--- config.mk ---
export PLATFORM = sky130hd
export DESIGN_NAME = smart_ac_status_decoder
export DESIGN_NICKNAME = d
export VERILOG_FILES = /design/src/rtl/smart_ac_status_decoder.sv
export SDC_FILE = /design/constraint.sdc
export NUM_CORES = 1
export LEC_CHECK = 0
export ABC_AREA = 1
export ABC_CLOCK_PERIOD_IN_PS = 3950
export CORE_ASPECT_RATIO = 1.2
export CORE_MARGIN = 2
export CORE_UTILIZATION = 50
export CTS_BUF_LIST = sky130_fd_sc_hd__clkbuf_8
export DETAILED_ROUTE_END_ITERATION = 16
export DONT_BUFFER_PORTS = 1
export MAX_ROUTING_LAYER = met4
export PLACE_DENSITY = 0.63
export SLEW_MARGIN = 20
export SYNTH_ARGS = -nofsm -noshare
export SYNTH_HDL_FRONTEND = slang
export SYNTH_SLANG_ARGS = --single-unit
--- constraint.sdc ---
create_clock -name clk -period 3.95 [get_ports clk]
set_input_delay 0.79 -clock clk [delete_from_list [all_inputs] [get_ports clk]]
set_output_delay 0.79 -clock clk [all_outputs]
set_load 0.02 [all_outputs]
--- src/rtl/smart_ac_status_decoder.sv ---
// smart_ac_status_decoder
//
// Watches the status outputs of an air-conditioner controller (mode, fan
// speed and the seven-segment digit it is showing) and reports each new
// stable status tuple once. A tuple counts as stable after STABLE_CYCLES
// consecutive identical registered samples. Each accepted tuple is checked
// for display/mode consistency, an out-of-range mode and an illegal mode
// jump. The errors are also folded into a sticky flag, and accepted tuples
// are counted.
//
// Ports
//   clk           rising-edge clock
//   rst_n         asynchronous active-low reset
//   mode[2:0]     controller mode being monitored (legal 0..4)
//   fan[2:0]      fan-speed code, passed through uninterpreted
//   disp[6:0]     seven-segment pattern {g,f,e,d,c,b,a}, active-high
//   clr           synchronous clear of err_sticky and change_count
//   status_valid  one-cycle pulse: a new stable tuple was accepted
//   status_mode   mode of the last accepted tuple
//   status_fan    fan of the last accepted tuple
//   err_disp      display pattern is not a legal digit 0..4   (with pulse)
//   err_mismatch  legal digit differs from mode               (with pulse)
//   err_range     mode greater than 4                         (with pulse)
//   err_jump      mode moved by more than one step            (with pulse)
//   err_sticky    OR of all per-event errors since reset/clr
//   change_count  accepted tuples, saturating at 255

module smart_ac_status_decoder #(
  parameter int STABLE_CYCLES = 4
) (
  input  logic       clk,
  input  logic       rst_n,
  input  logic [2:0] mode,
  input  logic [2:0] fan,
  input  logic [6:0] disp,
  input  logic       clr,
  output logic       status_valid,
  output logic [2:0] status_mode,
  output logic [2:0] status_fan,
  output logic       err_disp,
  output logic       err_mismatch,
  output logic       err_range,
  output logic       err_jump,
  output logic       err_sticky,
  output logic [7:0] change_count
);

  localparam logic [0:0] ST_SETTLE = 1'b0;
  localparam logic [0:0] ST_LOCKED = 1'b1;

  localparam logic [4:0] STABLE_W = 5'(STABLE_CYCLES);

  // Legal display patterns, index = digit shown.
  localparam logic [6:0] SEG_PAT [5] = '{
    7'b0111111,  // 0
    7'b0000110,  // 1
    7'b1011011,  // 2
    7'b1001111,  // 3
    7'b1100110   // 4
  };

  // ---------------------------------------------------------------------
  // Sample pipeline: current sample and the one before it.
  // The valid flags make the first sample after reset count as "changed",
  // so a tuple equal to the pre-reset one (or all zeros) is still reported.
  // ---------------------------------------------------------------------
  logic [12:0] sample_reg;
  logic [12:0] prev_reg;
  logic        s_vld_reg;
  logic        p_vld_reg;

  always_ff @(posedge clk or negedge rst_n) begin
    if (!rst_n) begin
      sample_reg <= '0;
      prev_reg   <= '0;
      s_vld_reg  <= 1'b0;
      p_vld_reg  <= 1'b0;
    end else begin
      sample_reg <= {mode, fan, disp};
      prev_reg   <= sample_reg;
      s_vld_reg  <= 1'b1;
      p_vld_reg  <= s_vld_reg;
    end
  end

  logic [2:0] s_mode;
  logic [2:0] s_fan;
  logic [6:0] s_disp;

  assign s_mode = sample_reg[12:10];
  assign s_fan  = sample_reg[9:7];
  assign s_disp = sample_reg[6:0];

  // ---------------------------------------------------------------------
  // Display decoding
  // ---------------------------------------------------------------------
  logic [4:0] pat_hit;

  genvar gi;
  generate
    for (gi = 0; gi < 5; gi++) begin : g_seg
      assign pat_hit[gi] = (s_disp == SEG_PAT[gi]);
    end
  endgenerate

  logic [2:0] disp_digit;
  logic       disp_legal;

  always_comb begin
    disp_digit = 3'd0;
    for (int i = 0; i < 5; i++) begin
      if (pat_hit[i]) disp_digit = 3'(i);
    end
    disp_legal = |pat_hit;
  end

  // ---------------------------------------------------------------------
  // Stability FSM
  // ---------------------------------------------------------------------
  logic [0:0] state_reg, state_next;
  logic [3:0] cnt_reg, cnt_next;
  logic       sample_changed;
  logic       lock_now;

  // Until two samples exist there is nothing to compare against, which is
  // treated the same as a change.
  assign sample_changed = !p_vld_reg || (sample_reg != prev_reg);

  always_comb begin
    state_next = state_reg;
    cnt_next   = cnt_reg;
    lock_now   = 1'b0;
    if (s_vld_reg) begin
      if (sample_changed) begin
        state_next = ST_SETTLE;
        cnt_next   = 4'd1;
      end else if (state_reg == ST_SETTLE) begin
        if ({1'b0, cnt_reg} + 5'd1 >= STABLE_W) begin
          state_next = ST_LOCKED;
          cnt_next   = STABLE_W[3:0];
          lock_now   = 1'b1;
        end else begin
          cnt_next = cnt_reg + 4'd1;
        end
      end
    end
  end

  always_ff @(posedge clk or negedge rst_n) begin
    if (!rst_n) begin
      state_reg <= ST_SETTLE;
      cnt_reg   <= 4'd0;
    end else begin
      state_reg <= state_next;
      cnt_reg   <= cnt_next;
    end
  end

  // ---------------------------------------------------------------------
  // Acceptance and event checks
  // ---------------------------------------------------------------------
  logic        have_last_reg;
  logic [12:0] last_reg;
  logic        accept;
  logic [2:0]  last_mode;
  logic [2:0]  mode_delta;
  logic        ev_disp;
  logic        ev_mismatch;
  logic        ev_range;
  logic        ev_jump;
  logic        ev_any;

  // Re-locking onto the tuple already reported (e.g. after a glitch) is
  // silent; only a genuinely new tuple produces a pulse.
  assign accept = lock_now && (!have_last_reg || (sample_reg != last_reg));

  assign last_mode  = last_reg[12:10];
  assign mode_delta = (s_mode > last_mode) ? (s_mode - last_mode)
                                           : (last_mode - s_mode);

  assign ev_disp     = !disp_legal;
  assign ev_mismatch = disp_legal && (disp_digit != s_mode);
  assign ev_range    = (s_mode > 3'd4);
  // Dropping back to mode 0 (off) is always allowed.
  assign ev_jump     = have_last_reg && (s_mode != 3'd0) && (mode_delta > 3'd1);
  assign ev_any      = ev_disp || ev_mismatch || ev_range || ev_jump;

  always_ff @(posedge clk or negedge rst_n) begin
    if (!rst_n) begin
      have_last_reg <= 1'b0;
      last_reg      <= '0;
      status_valid  <= 1'b0;
      status_mode   <= 3'd0;
      status_fan    <= 3'd0;
      err_disp      <= 1'b0;
      err_mismatch  <= 1'b0;
      err_range     <= 1'b0;
      err_jump      <= 1'b0;
    end else begin
      status_valid <= accept;
      err_disp     <= accept && ev_disp;
      err_mismatch <= accept && ev_mismatch;
      err_range    <= accept && ev_range;
      err_jump     <= accept && ev_jump;
      if (accept) begin
        have_last_reg <= 1'b1;
        last_reg      <= sample_reg;
        status_mode   <= s_mode;
        status_fan    <= s_fan;
      end
    end
  end

  // ---------------------------------------------------------------------
  // Sticky error and change counter. A clr arriving with a new event
  // clears the old history but keeps the new event.
  // ---------------------------------------------------------------------
  always_ff @(posedge clk or negedge rst_n) begin
    if (!rst_n) begin
      err_sticky   <= 1'b0;
      change_count <= 8'd0;
    end else begin
      if (accept) begin
        err_sticky <= (err_sticky && !clr) || ev_any;
        if (clr) begin
          change_count <= 8'd1;
        end else if (change_count != 8'hFF) begin
          change_count <= change_count + 8'd1;
        end
      end else if (clr) begin
        err_sticky   <= 1'b0;
        change_count <= 8'd0;
      end
    end
  end

endmodule

==> reports/results.ini <==
[route]
drc_errors=0
ant_nets=0
vias=2612
wl_per_cell_microns=13.9
dr.pass1.iters=4
drtIter0Drc=124
vias_per_cell=5.09
drt_wl_total_mm=7.14

[pwr]
clkPwrFrac_pct=42.1
vdd_drop_max_uv=245
p_sw_share_pct=25.0
power_density_nw_per_um2=362
power_uw=1300
p_switching_uw=324
seq_power_share_pct=50.9
p_comb_share_pct=7.0
intPower_uw=973
p_leak_uw=0.00182

[global_route]
grt_max_degree=62
grt_pass1_wl_mm=12.3
grt_overflow_total=0
first_global_vias=2592
antenna_found_initial=0
grt_usage_pct=22.6

[synth]
async_flop_share_pct=100
synth.distinct_cells=34
synth-main-ff-cell=dfrtp_1
ys_seq_area_share_pct=45.2
synth_area_leaders=dfrtp_1 45%, nand2_1 14%, inv_1 5.3%
synth_cells=423
yosysTopAreaCellShare_pct=45.2
mappedNetlistNets=448
yosys.area.top_type=dfrtp_1
yosysWarnings=0
yosysMostFrequentCell=nand2_1
synthTopCellsByCount=122 x nand2_1, 61 x dfrtp_1, 48 x inv_1
netlist_area_sq_um=3380
syn_area_per_cell_sq_um=7.99
synth_seq_cells=61
synth_edf_count=0

[clock_tree]
cts_setup_buffers=0
cts.sinks=61
cts_max_path_buffers=2
cts_tree=done
cts.clk_slew.worst_paths_ps=70
clock_latency_ps=350
cts_made_buffers=9
ctsResizeCount=0
holdBufCountCts=0
htree_levels=3
cts-root-buf=clkbuf_8

[floorplanning]
start_util_pct=52.1
rows=32
ios=36
fp.dieW_microns=79.0
chipHeight_microns=94.0
core_sq_um=6490
die-area_sq_um=7430

[setup_path]
path_class=reg2reg
rr_worst_depth=11
r2r_slack_ps=1640
crit_fanout=32
critPathCaptureType=flip-flop
worstPathArrival_ps=2590
cp-startpoint=status_mode[1]
r2r_end=change_count[3]
critPathLaunchType=flip-flop
cp.required_ps=4230
r2r_start=status_mode[1]
endpoint=change_count[3]

[cells_and_area]
regArea_sq_um=1530
nNetsFinal=448
insertedDiodeCount=0
finish.utilization_pct=55.2
fillerInstances=609
drive_gt1_share_pct=11.9
multiInputGateArea_sq_um=1540
area_growth_pct=5.96

[place]
dp.final_hpwl_mm=5.37
gp_congestion=0.945
port_buffers=0

[timing]
max_freq_mhz=433
tns_ps=0
drv_slew=0
final-hold-violation-count=0
skew_ps=10.5
period_needed_ps=2310
fin_crit_sh_pct=58.5
tightest_slew_ps=581
slew_headroom_pct=61.3
finalSetupViolCount=0
grt_setup_unrepaired=false
holdWs_ps=131

[flow_run]
drv_cap=0

[status]
status=finished clean

[min_path]
hp-class=in2async

## power by group through the flow
| stage | Clock [uW] | Combinational (uW) | Sequential [uW] |
|---|---|---|---|
| 5_1_grt | 586 | 104 | 664 |
| 2_1_floorplan | 0 | 73.8 | 665 |
| 3_5_place_dp | 0 | 90.3 | 673 |
| 6_report | 546 | 91.0 | 661 |
| 4_1_cts | 556 | 90.7 | 661 |
| 3_3_place_gp | 0 | 89.2 | 672 |
## layout by cell type (no fill, tap or decap), drive strengths merged
cell / n
bufinv: 1
nand4: 15
clkinv: 2
xnor2: 10
clkbuf: 10
nor3: 15
or2: 3
fa: 2
conb: 1
nand3: 25
inv: 58
nand3b: 2
xor2: 7
and2: 3
dfrtp: 61
nor2: 52
a21oi: 19
o211ai: 1
o21ai: 6
ha: 7
nor3b: 1
clkinvlp: 1
nand2: 126
## per-layer routing
metal	part of all wire (%)	track usage, %	wire (microns)	vias to the layer above
met1	45	26.9	3230	1227
met3	3.9	5.19	281	15
met4	2.4	11.2	174	0
met2	48	36.2	3460	51
met5	0	-	0	-
li1	-	-	-	1319
## critical path: stages, from the launching register on
cell and delay [ps]:
dfrtp_1 550, inv_1 150, ha_1 330, nand2_1 100, nor2_1 60, nand3_1 60, nor2_1 50, nand3_1 110
inv_2 70, nor2_8 470, nand4_1 150, nand2_1 100
## kinds of logic (layout without fill, tap and decap cells)
kind of cell               count (synthesis)  count (layout)  synth area share (%)
and+or+nand+nor                          242             242                  32.4
buffers and inverters                     67              72                  9.11
DFF                                       61              61                  45.2
AOI/OAI and AO/OA                         26              26                  5.04
xor gates and xnor gates                  17              17                  4.41
adders and majority gates                  9               9                  3.78
other                                      1               1                 0.111
## layout make-up
cell class,instances,area share (%)
multi-input cells,295,43.1
inverters,56,5.87
well taps,85,2.97
flip-flops and latches,61,42.6
clock buffers,10,3.84
clock inverters,6,1.54
## worst min path at each step
stage                   from               to  depth (start not counted)
3_5_place_dp   sample_reg[9]      prev_reg[9]                          0
3_3_place_gp   sample_reg[9]      prev_reg[9]                          0
6_report               rst_n  change_count[7]                          0
5_1_grt                rst_n    status_fan[1]                          0
2_1_floorplan  sample_reg[0]      prev_reg[0]                          0
4_1_cts                rst_n      last_reg[1]                          0
## metrics by stage
step	std cells	area, sq um	worst slack (ps)
floorplan	423	3380	2060
global placement	497	3390	1730
detailed placement	497	3390	1670
CTS	513	3580	1650
global route	513	3580	1370
finish	513	3580	1640
(Power assumes the default switching activity.)
